==> src/rtl/fb_ctrl_if.sv <==
// Renderer/scanout side of the frame-buffer controller: the read and write ports.
interface fb_ctrl_if #(
    parameter int ADDR_W = 10,
    parameter int DATA_W = 12
);
    logic              rd_req;
    logic [ADDR_W-1:0] rd_addr;
    logic              rd_valid;
    logic [DATA_W-1:0] rd_data;
    logic              wr_valid;
    logic              wr_ready;
    logic [ADDR_W-1:0] wr_addr;
    logic [DATA_W-1:0] wr_data;

    // Clients: scanout reader and renderer
    modport master (
        output rd_req, rd_addr, wr_valid, wr_addr, wr_data,
        input  rd_valid, rd_data, wr_ready
    );

    // Controller side
    modport slave (
        input  rd_req, rd_addr, wr_valid, wr_addr, wr_data,
        output rd_valid, rd_data, wr_ready
    );
endinterface

==> src/rtl/fb_ctrl.sv <==
// Double-buffer frame controller: arbitrates one buffer slot per cycle between
// scanout reads (highest priority), renderer writes and the vsync-aligned bank swap.
module fb_ctrl #(
    parameter int ADDR_W = 10,
    parameter int DATA_W = 12
) (
    input  logic              clk,
    input  logic              rst,
    fb_ctrl_if.slave          bus,
    input  logic              vsync_i,
    input  logic              frame_done_i,
    output logic              buf_en_o,
    output logic              buf_swap_en_o,
    output logic              buf_w_en_o,
    output logic [ADDR_W-1:0] buf_addr_o,
    output logic [DATA_W-1:0] buf_din_o,
    input  logic [DATA_W-1:0] buf_dout_i,
    output logic              swap_done_o,
    output logic [7:0]        miss_cnt_o
);

    typedef enum logic [1:0] {RENDER, WAIT_VSYNC, SWAP} state_t;

    state_t     state_q, state_d;
    logic [7:0] miss_cnt_q, miss_cnt_d;
    logic       rd_valid_q;
    logic       swap_done_q;
    logic       rd_grant, wr_ready, wr_grant, swap_grant;

    // Next-state, miss counting and slot grants; grants are held off while rst is
    // high so the buffer sees no access and no swap during reset.
    always_comb begin
        state_d    = state_q;
        miss_cnt_d = miss_cnt_q;
        rd_grant   = bus.rd_req & ~rst;
        wr_ready   = (state_q == RENDER) & ~bus.rd_req & ~rst;
        wr_grant   = bus.wr_valid & wr_ready;
        swap_grant = 1'b0;
        case (state_q)
            RENDER: begin
                if (frame_done_i) begin
                    state_d = vsync_i ? SWAP : WAIT_VSYNC;
                end else if (vsync_i && miss_cnt_q != 8'hFF) begin
                    miss_cnt_d = miss_cnt_q + 8'd1;
                end
            end
            WAIT_VSYNC: begin
                if (vsync_i) state_d = SWAP;
            end
            SWAP: begin
                // A read owns the slot; the swap waits for the first free cycle.
                if (!bus.rd_req) begin
                    swap_grant = ~rst;
                    state_d    = RENDER;
                end
            end
            default: state_d = RENDER;
        endcase
    end

    // State, miss counter and one-cycle-delayed read/swap status
    always_ff @(posedge clk) begin
        if (rst) begin
            state_q     <= RENDER;
            miss_cnt_q  <= 8'd0;
            rd_valid_q  <= 1'b0;
            swap_done_q <= 1'b0;
        end else begin
            state_q     <= state_d;
            miss_cnt_q  <= miss_cnt_d;
            rd_valid_q  <= bus.rd_req;
            swap_done_q <= swap_grant;
        end
    end

    assign buf_en_o      = rd_grant | wr_grant | swap_grant;
    assign buf_w_en_o    = wr_grant;
    assign buf_swap_en_o = swap_grant;
    assign buf_addr_o    = bus.rd_req ? bus.rd_addr : bus.wr_addr;
    assign buf_din_o     = bus.wr_data;
    assign bus.rd_data   = buf_dout_i;
    assign bus.rd_valid  = rd_valid_q;
    assign bus.wr_ready  = wr_ready;
    assign swap_done_o   = swap_done_q;
    assign miss_cnt_o    = miss_cnt_q;

endmodule
==> src/flat_wrapper.sv <==
// flat-port wrapper written by rule: the top's interface ports become plain ports
module fb_ctrl_flat 
#(
    parameter int ADDR_W = 10,
    parameter int DATA_W = 12
)
  (clk, rst, vsync_i, frame_done_i, buf_en_o, buf_swap_en_o, buf_w_en_o, buf_addr_o, buf_din_o, buf_dout_i, swap_done_o, miss_cnt_o, bus_rd_req, bus_rd_addr, bus_wr_valid, bus_wr_addr, bus_wr_data, bus_rd_valid, bus_rd_data, bus_wr_ready);
  fb_ctrl_if #(.ADDR_W(ADDR_W), .DATA_W(DATA_W)) bus_i ();
  input  logic clk;
  input  logic rst;
  input  logic vsync_i;
  input  logic frame_done_i;
  output logic buf_en_o;
  output logic buf_swap_en_o;
  output logic buf_w_en_o;
  output logic [ADDR_W-1:0] buf_addr_o;
  output logic [DATA_W-1:0] buf_din_o;
  input  logic [DATA_W-1:0] buf_dout_i;
  output logic swap_done_o;
  output logic [7:0] miss_cnt_o;
  input wire logic [$bits(bus_i.rd_req)-1:0] bus_rd_req;
  input wire logic [$bits(bus_i.rd_addr)-1:0] bus_rd_addr;
  input wire logic [$bits(bus_i.wr_valid)-1:0] bus_wr_valid;
  input wire logic [$bits(bus_i.wr_addr)-1:0] bus_wr_addr;
  input wire logic [$bits(bus_i.wr_data)-1:0] bus_wr_data;
  output wire logic [$bits(bus_i.rd_valid)-1:0] bus_rd_valid;
  output wire logic [$bits(bus_i.rd_data)-1:0] bus_rd_data;
  output wire logic [$bits(bus_i.wr_ready)-1:0] bus_wr_ready;
  assign bus_i.rd_req = bus_rd_req;
  assign bus_i.rd_addr = bus_rd_addr;
  assign bus_i.wr_valid = bus_wr_valid;
  assign bus_i.wr_addr = bus_wr_addr;
  assign bus_i.wr_data = bus_wr_data;
  assign bus_rd_valid = bus_i.rd_valid;
  assign bus_rd_data = bus_i.rd_data;
  assign bus_wr_ready = bus_i.wr_ready;
  fb_ctrl #(.ADDR_W(ADDR_W), .DATA_W(DATA_W)) u_core (.clk(clk), .rst(rst), .bus(bus_i), .vsync_i(vsync_i), .frame_done_i(frame_done_i), .buf_en_o(buf_en_o), .buf_swap_en_o(buf_swap_en_o), .buf_w_en_o(buf_w_en_o), .buf_addr_o(buf_addr_o), .buf_din_o(buf_din_o), .buf_dout_i(buf_dout_i), .swap_done_o(swap_done_o), .miss_cnt_o(miss_cnt_o));
endmodule
==> config.mk <==
export PLATFORM = sky130hd
export DESIGN_NAME = fb_ctrl_flat
export DESIGN_NICKNAME = d
export VERILOG_FILES = /design/src/rtl/fb_ctrl_if.sv /design/src/rtl/fb_ctrl.sv /design/src/flat_wrapper.sv
export SDC_FILE = /design/constraint.sdc
export NUM_CORES = 1
export LEC_CHECK = 0
export BUFFER_PORTS_ARGS = -buffer_cell sky130_fd_sc_hd__buf_4
export CAP_MARGIN = 20
export CORE_ASPECT_RATIO = 0.8
export CORE_UTILIZATION = 30
export CTS_CLUSTER_SIZE = 40
export DETAILED_ROUTE_END_ITERATION = 10
export HOLD_SLACK_MARGIN = 0.15
export MAX_ROUTING_LAYER = met4
export PLACE_DENSITY = 0.76
export SLEW_MARGIN = 0
export SYNTH_ARGS = -nofsm -noshare
export SYNTH_HDL_FRONTEND = slang
export SYNTH_SLANG_ARGS = --single-unit
==> constraint.sdc <==
create_clock -name clk -period 1.8 [get_ports clk]
set_input_delay 0.54 -clock clk [delete_from_list [all_inputs] [get_ports clk]]
set_output_delay 0.54 -clock clk [all_outputs]
set_load 0.02 [all_outputs]
==> results.txt <==
* Worst hold path endpoint: u_core.state_q[0]$_SDFFE_PP0P_
* GRT Util Overall: 14.6%
- Num Clock Sinks: 12
- The number of antenna violations at the first check in global routing came to 0.
* Top layer in use: met4
* R2R Path End: u_core.miss_cnt_o[7]$_SDFFE_PP0P_
- The synthesized design devotes to its leading area cell type 28.4% of total area.
- In the synthesized netlist, the cells that appear most often are 24 x sky130_fd_sc_hd__buf_4, 12 x sky130_fd_sc_hd__dfxtp_1, 10 x sky130_fd_sc_hd__mux2_2, 8 x sky130_fd_sc_hd__nor2_1, 5 x sky130_fd_sc_hd__xor2_1.
- For this configuration, the core starts out at a cell density of 33.1%.
* Sum of net half-perimeters after detailed placement: 1710 um
* Horizontal extent of the die: 61.4 um
- After synthesis, the cell types taking the most area are sky130_fd_sc_hd__dfxtp_1 28%, sky130_fd_sc_hd__buf_4 21%, sky130_fd_sc_hd__mux2_2 13%.
* CTS H-Tree Depth: 1
- Setup total negative slack: -348 ps
- Dominant combinational cell family by area after synthesis: buffers and inverters
- Summed over all cells, the static leakage comes to 0.000619 uW.
- Core Rows: 16
* GRT overflow: 0
- Cell with the biggest individual delay on the critical path: sky130_fd_sc_hd__dfxtp_4
- End-of-flow core utilization: 52.3%
* Setup skew after layout: 3.53 ps
* Startpoint-to-endpoint class of the critical path: flop to output pin
* CP max FO: 3
* Library cell appearing most often on the critical path: sky130_fd_sc_hd__buf_6
* Critical Path Sink Type: output pin
- Layout net count: 181
- Measured against its own limit, the worst slew margin works out to 71.6%.
- Nets in the synthesized netlist: 142
- Counting cells, the worst reg-to-reg path comes to 5.
- Leading cell type by number of instances after synthesis: sky130_fd_sc_hd__buf_4
* Compound-gate portion of the synthesized area: 9.31%
- Number of buffers created by CTS: 3
* Max-cap violations: 0
* Post-synthesis simple-gate area fraction: 18.2%
* Placeable core region: 2560 um2
- Number of ports placed on the die boundary: 98
* Routed met3 length: 182 um
- Detailed routing inserted a total of 800 vias.
- The worst hold path begins at vsync_i.
* # port buffers: 49
- Number of inserted filler cells in the final layout: 252
* Period minus WS final: 1910 ps
- Startpoint Class: flop
- Multiplexer cells account for 14.5% of the synthesized area.
* Data arrival time of the critical path: 1370 ps
* Global placement routability congestion: 0.845
* Number of cells on the worst hold path: 2
* Critical Path RT: 1260 ps
- Number of design rule violations left after detail routing: 0
* Max Buffers Root-to-Sink: 2
* Achievable Freq: 525 MHz
* Cell count after synthesis: 91
- Setup violators final: 5
- Post-synthesis area per instance: 9.31 um2
- Register-to-register path setup slack: 160 ps
- Height of the die: 49.5 um
- The final reports fail on setup timing.
* Clock latency on the worst-skew pair: 270 ps
- Setup slack on the critical path of the routed design comes to -106 ps.
- After detailed routing, the number of vias per cell comes to 4.85.
- Most area-hungry cell type in the Yosys netlist: sky130_fd_sc_hd__dfxtp_1
- Final wirelength: 2140 um
- Mapped Area: 847 um2
- Sequential fraction of the synthesis area: 28.4%
* Worst r2r src: u_core.state_q[0]$_SDFFE_PP0P_
* Synthesized-area fraction occupied by xor and xnor cells: 5.17%
- For this run, the number of Yosys warnings is 0.
- The number of slew-limit violations in the final report was 0.
- Average routed wire per standard cell: 12.9 um
* Flip-flop and latch count after synthesis: 12
* RSZ-0062 raised after global routing: yes
- Number of optimization iterations in the first detailed-route pass: 2
- For this design the ratio of total power to cell area is 542 nW/um2.
- Worst-Margin Slew: 425 ps
- The first global-routing pass estimated 3260 um of wire.
* Detail Route met2 WL: 1110 um
* Number of global-route vias before repair: 766
* Final hold slack: 438 ps
* Synth Area in Adders: 1.48%
- Number of distinct standard cells referenced by the synthesized netlist: 27
* Largest net degree at the start of global routing: 12
* Final Cycle Share: 106%
- The post-route netlist has 64.3% of its cells at a drive strength greater than 1.
- Post-synthesis to final-layout area growth: 58.3%
- Worst-case vdd ir drop: 0.000194 V
- ANT cells: 0
- Metal1 wirelength: 806 um
* Synth Flop Type: sky130_fd_sc_hd__dfxtp_1
* Worst hold path type: primary input to flop
* Number of nets still failing antenna checks after routing: 0
- After clock tree synthesis, the clock-pin slew on the worst setup and hold paths is 70 ps.
- The detailed router finished its first iteration with 17 violations.
- For this design, the CTS-stage hold fixing added 0 buffers.
- Count of final hold-check violations: 0
- TritonCTS built the clock tree.
- Ordered cell list for the critical path: buf_6 > nor4b_4 > or3_4 > buf_6
- Largest stage delay on the critical path: 370 ps
* Die area: 3040 um2
- Root buffer selected by CTS: sky130_fd_sc_hd__clkbuf_4
- Count of flip-flops with a built-in enable after synthesis: 0
- The flow ran to the end, but the final reports show violations.
- Asr flop ratio synth: 0%
## cells in the final DEF (no fill, tap or decap)
master	Yosys	layout
sky130_fd_sc_hd__dfxtp_4	0	2
sky130_fd_sc_hd__and2_1	2	1
sky130_fd_sc_hd__mux2_2	10	7
sky130_fd_sc_hd__nor3_1	1	1
sky130_fd_sc_hd__o2111ai_1	1	1
sky130_fd_sc_hd__nor4b_1	2	1
sky130_fd_sc_hd__buf_6	0	11
sky130_fd_sc_hd__nor4b_4	1	2
sky130_fd_sc_hd__and2_4	0	1
sky130_fd_sc_hd__mux2_4	0	3
sky130_fd_sc_hd__o21ai_0	2	2
sky130_fd_sc_hd__nand3_1	1	1
sky130_fd_sc_hd__a21oi_1	1	1
sky130_fd_sc_hd__ha_1	1	1
sky130_fd_sc_hd__nor4_1	2	1
sky130_fd_sc_hd__clkbuf_4	0	3
sky130_fd_sc_hd__buf_16	0	1
sky130_fd_sc_hd__nor2_1	8	8
sky130_fd_sc_hd__nand4_1	2	2
sky130_fd_sc_hd__nand2_1	1	1
sky130_fd_sc_hd__buf_8	0	1
sky130_fd_sc_hd__dfxtp_1	12	10
sky130_fd_sc_hd__o32a_2	1	1
sky130_fd_sc_hd__or3_4	0	1
sky130_fd_sc_hd__nor2b_1	1	1
sky130_fd_sc_hd__a211oi_1	1	1
sky130_fd_sc_hd__buf_4	24	45
sky130_fd_sc_hd__mux2i_1	1	1
sky130_fd_sc_hd__o211ai_4	1	1
sky130_fd_sc_hd__o211ai_1	2	2
sky130_fd_sc_hd__nor4_4	0	1
sky130_fd_sc_hd__buf_12	0	2
sky130_fd_sc_hd__clkbuf_8	0	1
sky130_fd_sc_hd__or3_1	2	1
sky130_fd_sc_hd__inv_1	2	2
sky130_fd_sc_hd__xor2_1	5	5
sky130_fd_sc_hd__and3_1	2	2
## final cells by class
type	instances	area, um2	area share, %
repair buffers	60	544	40.6
multi-input cells	51	460	34.3
flip-flops and latches	12	248	18.5
well taps	36	45.0	3.36
clock buffers	4	36.3	2.71
inverters	2	7.51	0.560
## worst max-delay path: cells and delay by family (launching register included)
kind                   cells  cell delay [ps]
buffers and inverters      2              260
DFF                        1              370
and+or+nand+nor            2              480
## what timing repair did
| action | 4_1_cts | 5_1_grt |
|---|---|---|
| setup buffers | 0 | 1 |
| gates cloned | 1 | 0 |
| endpoints found under the setup margin | 12 | 11 |
| pin swaps | 2 | 1 |
| resized for setup | 18 | 6 |
## state kept, by name (all words and copies together), names as in the netlist
name	cells
u_core.state_q	2
u_core.bus.rd_valid	1
u_core.miss_cnt_o	8
u_core.swap_done_o	1
## metrics by stage
stage,instances,setup slack [ps],power [uW],cell area (um2)
final,165,-106,727,1340
after global routing,165,-144,763,1340
after CTS,164,-113,730,1310
after detailed placement,159,-119,487,1180
after global placement,159,-107,483,1180
after floorplan,91,-54.3,457,886
## routing by layer
layer / global-route usage (%) / vias to the layer above
met2: 26.1 / 39
met1: 14.8 / 376
met4: 5.93 / 0
li1: - / 373
met5: - / -
met3: 3.67 / 12
## kinds of logic (layout without fill, tap and decap cells)
kind of cell             Yosys count  in the layout
buffers and inverters             28             66
AND/OR/NAND/NOR                   25             25
flip-flops                        12             12
multiplexers                      11             11
AO/OA/AOI/OAI                      9              9
XOR/XNOR                           5              5
adder cells (fa/ha/maj)            1              1
## worst max-delay path by stage
stage / depth (start not counted) / start / slack, ps / to
CTS: 4 / u_core.state_q[1]$_SDFFE_PP0P_ / -110 / buf_en_o
global route: 4 / u_core.state_q[1]$_SDFFE_PP0P_ / -140 / buf_en_o
finish: 4 / u_core.state_q[1]$_SDFFE_PP0P_ / -110 / buf_en_o
global placement: 5 / rst / -110 / buf_en_o
detailed placement: 5 / rst / -120 / buf_en_o
floorplan: 3 / rst / -50 / buf_en_o
## report_power, final
group          switching (uW)  total (uW)  internal (uW)
clock                    89.4         212            123
sequential               7.29         279            271
combinational            94.6         236            142
Note: power is estimated with default switching activity, not from simulation.
